===== config.mk =====
export PLATFORM = sky130hd
export DESIGN_NAME = imem_arbiter_flat
export DESIGN_NICKNAME = d
export VERILOG_FILES = /design/src/rtl/imem_pkg.sv /design/src/rtl/imem_arbiter_if.sv /design/src/rtl/imem_arbiter_rr_arb2.sv /design/src/rtl/imem_arbiter.sv /design/src/flat_wrapper.sv
export SDC_FILE = /design/constraint.sdc
export NUM_CORES = 1
export LEC_CHECK = 0
export ABC_AREA = 0
export BUFFER_PORTS_ARGS = -buffer_cell sky130_fd_sc_hd__buf_2
export CORE_AREA = 2 2 97 99
export CTS_CLUSTER_SIZE = 28
export DETAILED_ROUTE_END_ITERATION = 8
export DIE_AREA = 0 0 99 101
export GPL_TIMING_DRIVEN = 0
export SLEW_MARGIN = 15
export SYNTH_ARGS = -nofsm -noshare
export SYNTH_HDL_FRONTEND = slang
export SYNTH_SLANG_ARGS = --single-unit

===== constraint.sdc =====
create_clock -name clk -period 3.3 [get_ports clk]
set_input_delay 0.165 -clock clk [delete_from_list [all_inputs] [get_ports clk]]
set_output_delay 0.165 -clock clk [all_outputs]
set_load 0.005 [all_outputs]

===== src/rtl/imem_pkg.sv =====
// Shared encodings for the instruction-memory arbiter: FSM states, owner tags,
// the bubble word and the byte-to-word address helper.
package imem_pkg;

  typedef enum logic {
    ST_BOOT = 1'b0,
    ST_RUN  = 1'b1
  } state_e;

  typedef enum logic {
    OWN_FETCH  = 1'b0,
    OWN_LOADER = 1'b1
  } owner_e;

  localparam logic [31:0] NOP_WORD = 32'h0000_0000;

  // Bit positions inside the one-hot grant vector returned by rr_arb2
  localparam int GNT_F = 0;
  localparam int GNT_L = 1;

  function automatic logic [29:0] word_of(input logic [31:0] byte_addr);
    return byte_addr[31:2];
  endfunction

endpackage


===== src/rtl/imem_arbiter_if.sv =====
// Bundle of the fetch, loader and BRAM-side signals around the arbiter.
// slave is the arbiter's view; master is the view of everything around it.
interface imem_arbiter_if #(
  parameter int ADDR_W = 10
) ();

  logic              f_req;
  logic [31:0]       f_addr;
  logic              f_flush;
  logic              f_gnt;
  logic              f_stall;
  logic              f_rvalid;
  logic [31:0]       f_rdata;

  logic              l_req;
  logic              l_we;
  logic [31:0]       l_addr;
  logic [31:0]       l_wdata;
  logic              boot_done;
  logic              l_gnt;
  logic              l_rvalid;
  logic [31:0]       l_rdata;

  logic              m_en;
  logic              m_we;
  logic [ADDR_W-1:0] m_addr;
  logic [31:0]       m_wdata;
  logic [31:0]       m_rdata;

  modport slave (
    input  f_req, f_addr, f_flush,
    output f_gnt, f_stall, f_rvalid, f_rdata,
    input  l_req, l_we, l_addr, l_wdata, boot_done,
    output l_gnt, l_rvalid, l_rdata,
    output m_en, m_we, m_addr, m_wdata,
    input  m_rdata
  );

  modport master (
    output f_req, f_addr, f_flush,
    input  f_gnt, f_stall, f_rvalid, f_rdata,
    output l_req, l_we, l_addr, l_wdata, boot_done,
    input  l_gnt, l_rvalid, l_rdata,
    input  m_en, m_we, m_addr, m_wdata,
    output m_rdata
  );

endinterface


===== src/rtl/imem_arbiter_rr_arb2.sv =====
// Two-requester round-robin picker; purely combinational, the caller owns the
// last-owner register.
module rr_arb2
  import imem_pkg::*;
(
  input  logic       i_req_f,
  input  logic       i_req_l,
  input  owner_e     i_last_owner,
  output logic [1:0] o_gnt
);

  // One-hot grant; on a tie the side that did not win last time is served
  always_comb begin
    o_gnt = 2'b00;
    case ({i_req_l, i_req_f})
      2'b01:   o_gnt = 2'b01;
      2'b10:   o_gnt = 2'b10;
      2'b11:   o_gnt = (i_last_owner == OWN_FETCH) ? 2'b10 : 2'b01;
      default: o_gnt = 2'b00;
    endcase
  end

endmodule


===== src/rtl/imem_arbiter.sv =====
// Shares one single-port instruction BRAM between the fetch stage and a
// loader/debug port, with a boot hold and a one-cycle read response pipeline.
module imem_arbiter
  import imem_pkg::*;
#(
  parameter int ADDR_W    = 10,
  parameter bit BOOT_HOLD = 1'b1
) (
  input  logic           clk,
  input  logic           reset,
  imem_arbiter_if.slave  bus
);

  localparam state_e RESET_STATE = BOOT_HOLD ? ST_BOOT : ST_RUN;

  state_e            r_state;
  state_e            w_state_nxt;
  owner_e            r_last_owner;
  logic              w_f_elig;
  logic              w_l_elig;
  logic [1:0]        w_arb_gnt;
  logic              w_f_gnt;
  logic              w_l_gnt;
  logic              w_any_gnt;
  logic [29:0]       w_f_word;
  logic [29:0]       w_l_word;
  logic [ADDR_W-1:0] w_sel_addr;
  logic [ADDR_W-1:0] r_m_addr;
  logic [31:0]       w_sel_wdata;
  logic [31:0]       r_m_wdata;
  logic              r_f_pend;
  logic              r_l_pend;
  logic              w_f_rvalid;
  logic              w_l_rvalid;
  logic              w_unused_bits;

  assign w_f_word = word_of(bus.f_addr);
  assign w_l_word = word_of(bus.l_addr);

  // Address bits above the BRAM depth and the byte offset are deliberately dropped
  assign w_unused_bits = ^{w_f_word[29:ADDR_W], w_l_word[29:ADDR_W],
                           bus.f_addr[1:0], bus.l_addr[1:0]};

  // State register
  always_ff @(posedge clk or negedge reset) begin
    if (!reset) begin
      r_state <= RESET_STATE;
    end else begin
      r_state <= w_state_nxt;
    end
  end

  // Next state and per-state request eligibility
  always_comb begin
    w_state_nxt = r_state;
    w_f_elig    = 1'b0;
    w_l_elig    = 1'b0;
    case (r_state)
      ST_BOOT: begin
        w_l_elig = bus.l_req;
        if (bus.boot_done) begin
          w_state_nxt = ST_RUN;
        end else begin
          w_state_nxt = ST_BOOT;
        end
      end
      ST_RUN: begin
        w_f_elig    = bus.f_req & ~bus.f_flush;
        w_l_elig    = bus.l_req;
        w_state_nxt = ST_RUN;
      end
      default: begin
        w_state_nxt = RESET_STATE;
      end
    endcase
  end

  rr_arb2 u_rr_arb2 (
    .i_req_f      (w_f_elig),
    .i_req_l      (w_l_elig),
    .i_last_owner (r_last_owner),
    .o_gnt        (w_arb_gnt)
  );

  // Grants are masked while reset is held so no BRAM access leaks out
  assign w_f_gnt   = reset & w_arb_gnt[GNT_F];
  assign w_l_gnt   = reset & w_arb_gnt[GNT_L];
  assign w_any_gnt = w_f_gnt | w_l_gnt;

  // BRAM address/data mux; idle cycles repeat the last driven values
  always_comb begin
    w_sel_addr  = r_m_addr;
    w_sel_wdata = r_m_wdata;
    if (w_f_gnt) begin
      w_sel_addr = w_f_word[ADDR_W-1:0];
    end else if (w_l_gnt) begin
      w_sel_addr  = w_l_word[ADDR_W-1:0];
      w_sel_wdata = bus.l_wdata;
    end else begin
      w_sel_addr  = r_m_addr;
      w_sel_wdata = r_m_wdata;
    end
  end

  // Held address/data and round-robin history
  always_ff @(posedge clk or negedge reset) begin
    if (!reset) begin
      r_m_addr     <= '0;
      r_m_wdata    <= 32'h0000_0000;
      r_last_owner <= OWN_LOADER;
    end else begin
      r_m_addr  <= w_sel_addr;
      r_m_wdata <= w_sel_wdata;
      if (w_any_gnt) begin
        r_last_owner <= w_f_gnt ? OWN_FETCH : OWN_LOADER;
      end else begin
        r_last_owner <= r_last_owner;
      end
    end
  end

  // Outstanding-read flags; reset drops any response still in flight
  always_ff @(posedge clk or negedge reset) begin
    if (!reset) begin
      r_f_pend <= 1'b0;
      r_l_pend <= 1'b0;
    end else begin
      r_f_pend <= w_f_gnt;
      r_l_pend <= w_l_gnt & ~bus.l_we;
    end
  end

  // A redirect in the response cycle turns the fetched word into a bubble
  assign w_f_rvalid = r_f_pend & ~bus.f_flush;
  assign w_l_rvalid = r_l_pend;

  assign bus.f_gnt    = w_f_gnt;
  assign bus.f_stall  = reset & bus.f_req & ~w_f_gnt;
  assign bus.f_rvalid = w_f_rvalid;
  assign bus.f_rdata  = w_f_rvalid ? bus.m_rdata : NOP_WORD;

  assign bus.l_gnt    = w_l_gnt;
  assign bus.l_rvalid = w_l_rvalid;
  assign bus.l_rdata  = w_l_rvalid ? bus.m_rdata : NOP_WORD;

  assign bus.m_en     = w_any_gnt;
  assign bus.m_we     = w_l_gnt & bus.l_we;
  assign bus.m_addr   = w_sel_addr;
  assign bus.m_wdata  = w_sel_wdata;

endmodule


===== src/flat_wrapper.sv =====
// flat-port wrapper written by rule: the top's interface ports become plain ports
module imem_arbiter_flat import imem_pkg::*;
#(
  parameter int ADDR_W    = 10,
  parameter bit BOOT_HOLD = 1'b1
)
  (clk, reset, bus_f_req, bus_f_addr, bus_f_flush, bus_f_gnt, bus_f_stall, bus_f_rvalid, bus_f_rdata, bus_l_req, bus_l_we, bus_l_addr, bus_l_wdata, bus_boot_done, bus_l_gnt, bus_l_rvalid, bus_l_rdata, bus_m_en, bus_m_we, bus_m_addr, bus_m_wdata, bus_m_rdata);
  imem_arbiter_if #(.ADDR_W(ADDR_W)) bus_i ();
  input  logic clk;
  input  logic reset;
  input wire logic [$bits(bus_i.f_req)-1:0] bus_f_req;
  input wire logic [$bits(bus_i.f_addr)-1:0] bus_f_addr;
  input wire logic [$bits(bus_i.f_flush)-1:0] bus_f_flush;
  output wire logic [$bits(bus_i.f_gnt)-1:0] bus_f_gnt;
  output wire logic [$bits(bus_i.f_stall)-1:0] bus_f_stall;
  output wire logic [$bits(bus_i.f_rvalid)-1:0] bus_f_rvalid;
  output wire logic [$bits(bus_i.f_rdata)-1:0] bus_f_rdata;
  input wire logic [$bits(bus_i.l_req)-1:0] bus_l_req;
  input wire logic [$bits(bus_i.l_we)-1:0] bus_l_we;
  input wire logic [$bits(bus_i.l_addr)-1:0] bus_l_addr;
  input wire logic [$bits(bus_i.l_wdata)-1:0] bus_l_wdata;
  input wire logic [$bits(bus_i.boot_done)-1:0] bus_boot_done;
  output wire logic [$bits(bus_i.l_gnt)-1:0] bus_l_gnt;
  output wire logic [$bits(bus_i.l_rvalid)-1:0] bus_l_rvalid;
  output wire logic [$bits(bus_i.l_rdata)-1:0] bus_l_rdata;
  output wire logic [$bits(bus_i.m_en)-1:0] bus_m_en;
  output wire logic [$bits(bus_i.m_we)-1:0] bus_m_we;
  output wire logic [$bits(bus_i.m_addr)-1:0] bus_m_addr;
  output wire logic [$bits(bus_i.m_wdata)-1:0] bus_m_wdata;
  input wire logic [$bits(bus_i.m_rdata)-1:0] bus_m_rdata;
  assign bus_i.f_req = bus_f_req;
  assign bus_i.f_addr = bus_f_addr;
  assign bus_i.f_flush = bus_f_flush;
  assign bus_f_gnt = bus_i.f_gnt;
  assign bus_f_stall = bus_i.f_stall;
  assign bus_f_rvalid = bus_i.f_rvalid;
  assign bus_f_rdata = bus_i.f_rdata;
  assign bus_i.l_req = bus_l_req;
  assign bus_i.l_we = bus_l_we;
  assign bus_i.l_addr = bus_l_addr;
  assign bus_i.l_wdata = bus_l_wdata;
  assign bus_i.boot_done = bus_boot_done;
  assign bus_l_gnt = bus_i.l_gnt;
  assign bus_l_rvalid = bus_i.l_rvalid;
  assign bus_l_rdata = bus_i.l_rdata;
  assign bus_m_en = bus_i.m_en;
  assign bus_m_we = bus_i.m_we;
  assign bus_m_addr = bus_i.m_addr;
  assign bus_m_wdata = bus_i.m_wdata;
  assign bus_i.m_rdata = bus_m_rdata;
  imem_arbiter #(.ADDR_W(ADDR_W), .BOOT_HOLD(BOOT_HOLD)) u_core (.clk(clk), .reset(reset), .bus(bus_i));
endmodule

==> flow_summary.toml <==
[critical_path]
reg2reg_depth = 3
critical_path_class = "in2out"
r2r-end = "u_core.r_m_addr[7]$_DFF_PN0_"
cp-end-kind = "output port"
r2r_start = "u_core.r_last_owner$_DFFE_PN1P_"
cp_cell_sequence = "dlygate4sd3_1, buf_4, nand2_1, a41oi_4, buf_6, mux2_2, buf_2"
cp_top_family = "buffers and inverters"
r2r_setup_slack_ns = 1.70
required_ns = 3.13
critPathArrivalTime_ns = 2.62
critPathLaunchType = "input port"
cp_max_fo = 49
path_buf_inv = 4
slowest_delay_ns = 0.53
cpMaxStageDelayCell = "dlygate4sd3_1"

[power]
powerDensity_nw_per_um2 = 415
max-vdd-ir-drop_mv = 0.291
finalPower_mw = 1.46
p_leak_nw = 1.99

[run]
maxCapViolations = 0

[clock_network]
numClockSinks = 46
cts_tree = "yes"
clockBufferDepth = 2
hold_buffers = 0
htreeDepth = 2
cts.repair.resized = 0
clk_latency_ns = 0.29
post_cts_buffers = 0
root_buffer = "clkbuf_8"
cts_buffers = 5
clkTransAtPathRegs_ns = 0.08

[timing]
tightest_slew_ns = 0.606
fin_crit_sh = 0.845
final_max_slew_viol_count = 0
fmax_ghz = 0.358
setup_viol = 0
finalCriticalPeriod_ns = 2.79
grt_setup_unrepaired = "false"
slew_headroom = 0.596
setup_tns_ns = 0
timing_hold_violations_final = 0
skew_ns = 0.00631

[min_path]
hold_depth = 2
min_path_type = "in2reg"
whs_endpoint = "u_core.bus.l_rvalid$_DFF_PN0_"
min_from = "bus_l_we"

[yosys]
netlist_instances = 190
syn_nets = 325
synth_cell_types = 20
seq_area_frac_synth = 0.512
netlist_area_um2 = 2250
postSynthAreaPerCell_um2 = 11.8
yosys_warnings = 0
ys_seq_elements = 46

[die]
start_util = 0.251
rows = 35
die-height_um = 101
ios = 248
die_area_um2 = 10000
die_x_um = 99
core_area_um2 = 8980

[status]
outcome = "completed"

[routing]
detail_route.wl_per_cell_um = 14.4
ant_nets = 0
drcViolationCount = 0
vias = 2194
totalWireLength_mm = 7.39
dr.pass1.iters = 4
via_per_inst = 4.28
drtIter0Drc = 56

[global_routing]
grt_max_degree = 50
grt_pass1_wl_mm = 11.1
gr-total-overflow = 0
grt_usage = 0.141
grt_pass1_vias = 2139
antenna_found_initial = 0

[final_layout]
diodes = 0
nNetsFinal = 536
fillers = 931
drive_above_1_share = 0.617
syn2layout_area_growth_pct = 56.1

[placement]
place.gp.congestion = 0.772
portBuffers = 203
dp_hpwl_mm = 6.10
==> registers in the layout, indices dropped and copies added (netlist names) <==
register / flops
u_core.r_m_addr: 10
u_core.r_state: 1
u_core.r_f_pend: 1
u_core.bus.l_rvalid: 1
u_core.r_m_wdata: 32
u_core.r_last_owner: 1
==> cell usage after synthesis <==
cell	instances	share of area
a21oi_1	1	0.0022
a221o_1	10	0.044
a41oi_4	1	0.012
and2_1	65	0.18
and3_1	10	0.028
buf_2	1	0.0022
buf_4	1	0.0033
buf_6	3	0.015
clkbuf_1	8	0.013
dfrtp_1	45	0.50
dfstp_2	1	0.012
inv_1	2	0.0033
mux2_1	2	0.010
mux2_2	30	0.15
nand2_1	4	0.0067
nand4b_1	1	0.0039
nor2_1	1	0.0017
nor2b_1	2	0.0056
o21ai_0	1	0.0022
or2_2	1	0.0028
==> layer usage <==
layer,GRT usage,part of all wire
met5,0,0
met2,0.282,0.55
met4,0.0221,0.0057
met1,0.148,0.35
met3,0.0402,0.094
==> worst register-to-register path: cells and delay by family, from the launching register on <==
family	cells	cell delay (ns)
AOI/OAI and AO/OA	2	0.63
buffers and inverters	1	0.26
DFF	1	0.58
==> how the worst max path moves through the flow <==
stage	startpoint	endpoint	slack (ns)	cells past startpoint
global placement	reset	bus_m_wdata[22]	0.60	6
finish	reset	bus_m_wdata[30]	0.51	7
CTS	reset	bus_m_wdata[15]	0.53	6
global route	reset	bus_m_wdata[30]	0.22	7
detailed placement	reset	bus_m_wdata[15]	0.54	6
floorplan	u_core.r_last_owner$_DFFE_PN1P_	bus_m_addr[2]	1.81	3
==> layout make-up <==
class	instances	area, um2	area share
clock inverter	1	8.76	0.00249
sequential	46	1150	0.328
timing repair buffer	204	1030	0.293
tap	111	139	0.0395
multi-input combinational	129	1010	0.289
clock buffer	7	86.3	0.0246
buffer	13	76.3	0.0217
inverter	2	7.51	0.00214
==> per-stage QoR <==
step / cell area, um2 / util / setup WS (ns) / instances / hold slack (ns)
after floorplan: 2250 / - / 1.81 / 190 / -0.131
after global placement: 3400 / 0.379 / 0.602 / 504 / 0.361
after detailed placement: 3400 / 0.379 / 0.537 / 504 / 0.372
after CTS: 3500 / 0.390 / 0.532 / 512 / 0.0574
after global routing: 3510 / 0.391 / 0.219 / 513 / 0.0657
final: 3510 / 0.391 / 0.510 / 513 / 0.0671
==> where the power goes <==
group,internal (mW),switching [mW]
sequential,0.666,0.0297
combinational,0.221,0.175
clock,0.173,0.193
total,1.06,0.397
==> placed cells by master (no fill, tap or decap), types with 2 or more instances in the layout <==
master,synthesis,final
buf_2,1,203
and2_1,65,65
dfrtp_1,45,45
mux2_2,30,30
and3_1,10,10
a221o_1,10,10
clkbuf_1,8,9
clkbuf_8,0,6
nand2_1,4,4
buf_6,3,3
nor2b_1,2,2
inv_1,2,2
buf_4,1,2
mux2_1,2,2
==> cell families (layout without fill, tap and decap cells) <==
family,Yosys count,in the layout,share of synthesized area
compound gates,13,13,0.0612
buf+inv,15,227,0.0373
flops,46,46,0.512
mux,32,32,0.160
simple gates,84,84,0.229
(Power assumes the default switching activity.)
